$ cat config.mk
export PLATFORM = sky130hd
export DESIGN_NAME = power_mode_ctrl
export DESIGN_NICKNAME = d
export VERILOG_FILES = /design/src/rtl/power_mode_pkg.sv /design/src/rtl/power_mode_ctrl_solar_debounce.sv /design/src/rtl/power_mode_ctrl.sv
export SDC_FILE = /design/constraint.sdc
export NUM_CORES = 1
export LEC_CHECK = 0
export CAP_MARGIN = 15
export CORE_MARGIN = 10
export CORE_UTILIZATION = 55
export DETAILED_ROUTE_END_ITERATION = 8
export DONT_BUFFER_PORTS = 1
export GPL_TIMING_DRIVEN = 0
export PLACE_DENSITY = 0.7
export SLEW_MARGIN = 30
export SYNTH_ARGS = -nofsm -noshare
export SYNTH_HDL_FRONTEND = slang
export SYNTH_HIERARCHICAL = 1
export SYNTH_SLANG_ARGS = --single-unit
$ cat constraint.sdc
create_clock -name clk -period 1.84 [get_ports clk]
set_input_delay 0.368 -clock clk [delete_from_list [all_inputs] [get_ports clk]]
set_output_delay 0.368 -clock clk [all_outputs]
set_load 0.01 [all_outputs]
$ cat src/rtl/power_mode_pkg.sv
// Shared state encoding and widths for the power-mode controller.
package power_mode_pkg;

    localparam int STATE_W = 3;

    // The first four codes keep the legacy 2-bit encodings.
    typedef enum logic [STATE_W-1:0] {
        ST_RESET     = 3'b000,
        ST_NORMAL    = 3'b001,
        ST_LOW_POWER = 3'b010,
        ST_SLEEP     = 3'b011,
        ST_DRAIN     = 3'b100,
        ST_WAKE      = 3'b101
    } state_t;

endpackage

$ cat src/rtl/power_mode_ctrl_solar_debounce.sv
// Two-flop synchroniser and debounce filter for the raw solar-good comparator.
module solar_debounce #(
    parameter int DEBOUNCE_CYCLES = 4
) (
    input  logic clk,
    input  logic reset,
    input  logic solar_on,
    output logic solar_ok
);

    localparam int CNT_W = $clog2(DEBOUNCE_CYCLES + 1);

    logic             sync_1;
    logic             sync_2;
    logic [CNT_W-1:0] cnt;

    // Bring the asynchronous comparator output into the clk domain.
    // NOTE: registers use non-blocking assignments so every flop samples pre-edge values.
    always_ff @(posedge clk or posedge reset) begin
        if (reset) begin
            sync_1 <= 1'b0;
            sync_2 <= 1'b0;
        end else begin
            sync_1 <= solar_on;
            sync_2 <= sync_1;
        end
    end

    // Toggle solar_ok only after DEBOUNCE_CYCLES consecutive disagreeing samples.
    always_ff @(posedge clk or posedge reset) begin
        if (reset) begin
            cnt      <= '0;
            solar_ok <= 1'b0;
        end else if (sync_2 == solar_ok) begin
            cnt <= '0;
        end else if (cnt == CNT_W'(DEBOUNCE_CYCLES - 1)) begin
            cnt      <= '0;
            solar_ok <= ~solar_ok;
        end else begin
            cnt <= cnt + CNT_W'(1);
        end
    end

endmodule

$ cat src/rtl/power_mode_ctrl.sv
// Power-mode sequencer: filters solar-good, handshakes loads before sleep,
// and holds rails for a settle time on wake.
module power_mode_ctrl
    import power_mode_pkg::*;
#(
    parameter int DEBOUNCE_CYCLES = 4,
    parameter int DRAIN_TIMEOUT   = 8,
    parameter int WAKE_DELAY      = 6
) (
    input  logic               clk,
    input  logic               reset,
    input  logic               solar_on,
    input  logic               always_on,
    input  logic               low_power,
    input  logic               loads_idle,
    output logic [STATE_W-1:0] state,
    output logic               sleep_req,
    output logic               power_gate_en,
    output logic               low_power_en,
    output logic               mode_valid,
    output logic               drain_timeout
);

    localparam int DRAIN_W = $clog2(DRAIN_TIMEOUT + 1);
    localparam int WAKE_W  = $clog2(WAKE_DELAY + 1);

    state_t             state_q;
    state_t             state_d;
    state_t             active_mode;
    logic               solar_ok;
    logic               timeout_d;
    logic [DRAIN_W-1:0] drain_cnt;
    logic [WAKE_W-1:0]  wake_cnt;

    solar_debounce #(
        .DEBOUNCE_CYCLES (DEBOUNCE_CYCLES)
    ) u_solar_debounce (
        .clk      (clk),
        .reset    (reset),
        .solar_on (solar_on),
        .solar_ok (solar_ok)
    );

    // State register, dwell counters and the registered timeout pulse.
    always_ff @(posedge clk or posedge reset) begin
        if (reset) begin
            state_q       <= ST_RESET;
            drain_cnt     <= '0;
            wake_cnt      <= '0;
            drain_timeout <= 1'b0;
        end else begin
            state_q       <= state_d;
            drain_cnt     <= (state_q == ST_DRAIN && state_d == ST_DRAIN) ? drain_cnt + DRAIN_W'(1) : '0;
            wake_cnt      <= (state_q == ST_WAKE && state_d == ST_WAKE) ? wake_cnt + WAKE_W'(1) : '0;
            drain_timeout <= timeout_d;
        end
    end

    // Next-state logic; DRAIN checks abort, then loads_idle, then timeout.
    always_comb begin
        // NOTE: defaults first so every path assigns every signal and no latch is inferred.
        state_d     = state_q;
        timeout_d   = 1'b0;
        active_mode = low_power ? ST_LOW_POWER : ST_NORMAL;
        case (state_q)
            ST_RESET: begin
                if (solar_ok) state_d = active_mode;
            end
            ST_NORMAL, ST_LOW_POWER: begin
                if (!solar_ok && !always_on)   state_d = ST_DRAIN;
                else if (state_q != active_mode) state_d = active_mode;
            end
            ST_DRAIN: begin
                if (solar_ok || always_on) begin
                    state_d = active_mode;
                end else if (loads_idle) begin
                    state_d = ST_SLEEP;
                end else if (drain_cnt == DRAIN_W'(DRAIN_TIMEOUT - 1)) begin
                    state_d   = ST_SLEEP;
                    timeout_d = 1'b1;
                end
            end
            ST_SLEEP: begin
                if (solar_ok) state_d = ST_WAKE;
            end
            ST_WAKE: begin
                if (!solar_ok && !always_on)               state_d = ST_SLEEP;
                else if (wake_cnt == WAKE_W'(WAKE_DELAY - 1)) state_d = active_mode;
            end
            // Unused codes recover through RESET.
            default: state_d = ST_RESET;
        endcase
    end

    // Moore output decode from the registered state.
    always_comb begin
        sleep_req     = (state_q == ST_DRAIN);
        power_gate_en = (state_q == ST_SLEEP);
        low_power_en  = (state_q == ST_LOW_POWER);
        mode_valid    = (state_q == ST_NORMAL) || (state_q == ST_LOW_POWER);
    end

    assign state = state_q;

endmodule

==> run summary <==
The final count of negative-setup-slack endpoints was 0; the number of I/O pins was 14. The part of the Yosys area used for sequential elements is 49.13%, and the global-route wire length before repair is 2.532 mm. For the data required time of the worst path, the log shows 1.47 ns. The total stage count of the critical path is 3. The number of flip-flops and latches in the synthesized netlist was 17.

In this run the horizontal extent of the chip is 59.68 µm. The fraction of final layout cells sized beyond drive strength 1 was 15.12%; the placeable core region was 1489 µm². Once the floorplan was initialized, standard cells occupied 58.15% of the core.

Counting instances in the post-synthesis netlist gives the leading cell types as 17 x dfrtp_1, 9 x nor2_1, 7 x inv_1. The cell sitting at the root of the clock tree is a clkbuf_4. Using the TritonRoute via totals, the vias-per-cell ratio works out to 5.647.

The number of nets in the synthesized netlist came out at 91. The slowest cell on the critical path was dfrtp_1. No sink is reached through more buffers than the 2 on the longest clock path. Counting flops with a built-in enable in the synthesized netlist gives 0. Worst slew margin relative to its limit: 69.19%.

The worst min-delay path class was input pin to flop. In this run the cell area of the synthesized design comes to 865.8 µm². The floorplan has 14 rows. The worst-margin pin slew is 0.4505 ns, and the pre-CTS setup slack is 0.4081 ns.

The worst setup path is captured at an output port. The number of instances in the placed design was 97; the share of the clock period used by the worst path was 94.47%. The flow ran to the end, and the final reports show no timing, DRC or antenna violations. Walking the worst path, the cells encountered are buf_2 -> nor2b_2 -> and2_1. The number of distinct library cell variants in the gate-level netlist after synthesis came out at 33. The routed wire length is 1.500 mm. The number of input and output port buffers inserted is 0, and the largest clock skew in the final design is 0.001297 ns. The sequential cells in the finished layout cover a total of 425.4 µm².

For the number of CTS-inserted buffers, the log shows 3. Leakage power: 0.4262 nW. The logs give 12 for the pin count of the biggest net entering global routing and 0 for the number of antenna repair diodes. Depth of the worst register-to-register path: 4.

The HPWL reported at the end of detailed placement is 1.149 mm. The final cell count without fillers is 102. Max-cap violations in this run came to 0.

For the worst vdd rail ir drop, the log shows 0.0005916 V. Final weighted congestion in routability-driven placement: 0.7635. The largest stage delay on the critical path works out to 0.43 ns. The setup fix buffers added after clock tree synthesis is 0, and the number of DRC markers after the initial detailed-route iteration is 4. The worst setup path is launched from a flop. The number of iterations in the first detailed-routing pass was 3. In the final routed layout, each cell accounts on average for 14.71 µm. The number of instances on the worst hold path works out to 0.

The tools report the number of H-tree levels as 1. The share of synthesized registers carrying an async set or reset is 100.0%. TritonCTS built the clock tree. Global-route usage over all layers: 9.079%. Setup repair after global routing left no endpoint under its margin. For the count of warnings emitted by yosys, the log shows 6. The synthesized area per cell was 10.69 µm². The number of antenna violations at the first check in global routing was 0; the hold violation total from the final report was 0.

Power spread over the standard cell area amounts to 1235 nW/µm². The number of global-route vias before repair came out at 607. The area of the multi-input gates is 399.1 µm². The critical path in this run is classified as flop to output port. For this run the aggregate overflow at the end of global routing stands at 0. The finished cells cover 925.9 µm². For the worst setup slack after layout, the log shows 0.1017 ns.

The worst path needs 1.738 ns of the cycle, external delays included. Total via count in the routed design: 576. The cell type with the highest aggregate area in the netlist is dfrtp_1.

The maximum clock rate came out at 0.5753 GHz. Number of max-slew violations in the final report: 0. For the worst setup path, the data arrival time is 1.37 ns.

The synthesized instance count is 81, and the worst-skew pair later-pin latency is 0.28 ns. The die covers 3561 µm². dfrtp_1 is the most common cell in the netlist. Compared with the post-synthesis result, the final layout area differs by 6.936%. The post-detailed-route DRC marker count was 0; the clock sink total was 17. Count of buffering cells on the critical path with inverters included: 1.

The cell type group with the largest total delay on the critical path was simple AND/OR/NAND/NOR gates. The share of the synthesized area in the top cell type is 49.13%. The run gives 97 as the number of nets in the finished design. Among all flip-flop cells after synthesis, the most frequent one is dfrtp_1. Register clock-pin slew on the reported worst setup and hold paths: 0.10 ns. The final antenna-violating net count was 0; the die height was 59.68 µm.

The total of fill cells in the finished design was 129; the aggregate negative setup slack was 0 ns. In this run the worst path has a maximum fanout of 10. Summing all placed instances gives a cell area of 885.9 µm².

After synthesis, the cell types taking the most area are dfrtp_1 49%, ha_1 5.8%, xnor2_1 4.0%.
==> logic make-up (layout without fill, tap and decap cells) <==
kind of cell | Yosys count | after routing | synth area share [%]
buf+inv | 10 | 15 | 5.059
flops | 17 | 17 | 49.13
fa+ha+maj | 4 | 4 | 5.781
mux | 1 | 1 | 1.300
compound gates | 16 | 16 | 13.88
simple gates | 28 | 28 | 19.80
xor+xnor | 5 | 5 | 5.058
==> cells in the final DEF (no fill, tap or decap), drive strengths merged <==
cell type / instances
a211o: 2
and2: 3
a21oi: 2
buf: 3
nor4: 1
a21boi: 2
clkinv: 1
xor2: 1
clkbuf: 3
nand2b: 1
o31a: 1
a2111oi: 1
dfrtp: 17
nand3b: 2
inv: 7
a21o: 1
o21a: 1
nor2b: 3
a211oi: 1
o21ai: 2
o211ai: 1
a221o: 1
nor3: 1
nand3: 4
o22ai: 1
xnor2: 4
nor3b: 2
dlygate4sd3: 1
nor2: 9
mux2: 1
nand2: 2
ha: 4
==> routing by layer <==
metal | wire, µm | GRT usage [%] | vias to the layer above
li1 | - | - | 285
met1 | 695 | 10.29 | 275
met2 | 681 | 13.82 | 12
met3 | 108 | 3.390 | 4
met4 | 15 | 6.090 | 0
met5 | 0 | 0 | -
==> final cells by class <==
class	instances	area share, %
flip-flops and latches	17	45.95
multi-input cells	54	43.11
inverters	7	2.838
clock buffers	3	2.432
well taps	16	2.162
plain buffers	3	1.892
repair buffers	1	1.081
clock inverters	1	0.5405
==> what timing repair did <==
| item | in CTS | in global routing |
|---|---|---|
| hold buffers | 1 | 0 |
| resized for setup | 0 | 1 |
| endpoints found under the setup margin | 0 | 2 |
| hold endpoints to repair | 17 | 0 |
==> per-stage QoR <==
step / utilization, % / power, mW / hold WS, ns
6_report: 62.18 / 1.143 / 0.09884
5_1_grt: 62.18 / 1.224 / 0.08577
4_1_cts: 62.02 / 1.153 / 0.08911
3_5_place_dp: 59.50 / 0.9510 / 0.1809
3_3_place_gp: 59.50 / 0.9393 / 0.1806
2_1_floorplan: - / 0.8667 / 0.1590
==> state kept, by name, summed over array words and instances (netlist names) <==
signal / cells
drain_cnt: 4
wake_cnt: 3
state: 3
u_solar_debounce/solar_ok: 1
drain_timeout: 1
u_solar_debounce/sync_1: 1
u_solar_debounce/sync_2: 1
u_solar_debounce/cnt: 3
==> power breakdown <==
part / internal, mW / leakage (nW) / switching (mW)
Sequential: 0.434 / 0.225 / 0.0682
Combinational: 0.201 / 0.183 / 0.243
Clock: 0.0807 / 0.0177 / 0.117
==> path summary, 6_finish.rpt <==
kind,start,endpoint,slack (ns)
min,solar_on,u_solar_debounce/sync_1,0.1
max,state[1],sleep_req,0.10
min in group asynchronous,reset,u_solar_debounce/sync_1,0.44
min reg2reg,u_solar_debounce/sync_1,u_solar_debounce/sync_2,0.36
max reg2reg,u_solar_debounce/solar_ok,state[0],0.40
max in group asynchronous,reset,drain_cnt[3],1.00
(Power assumes the default switching activity.)
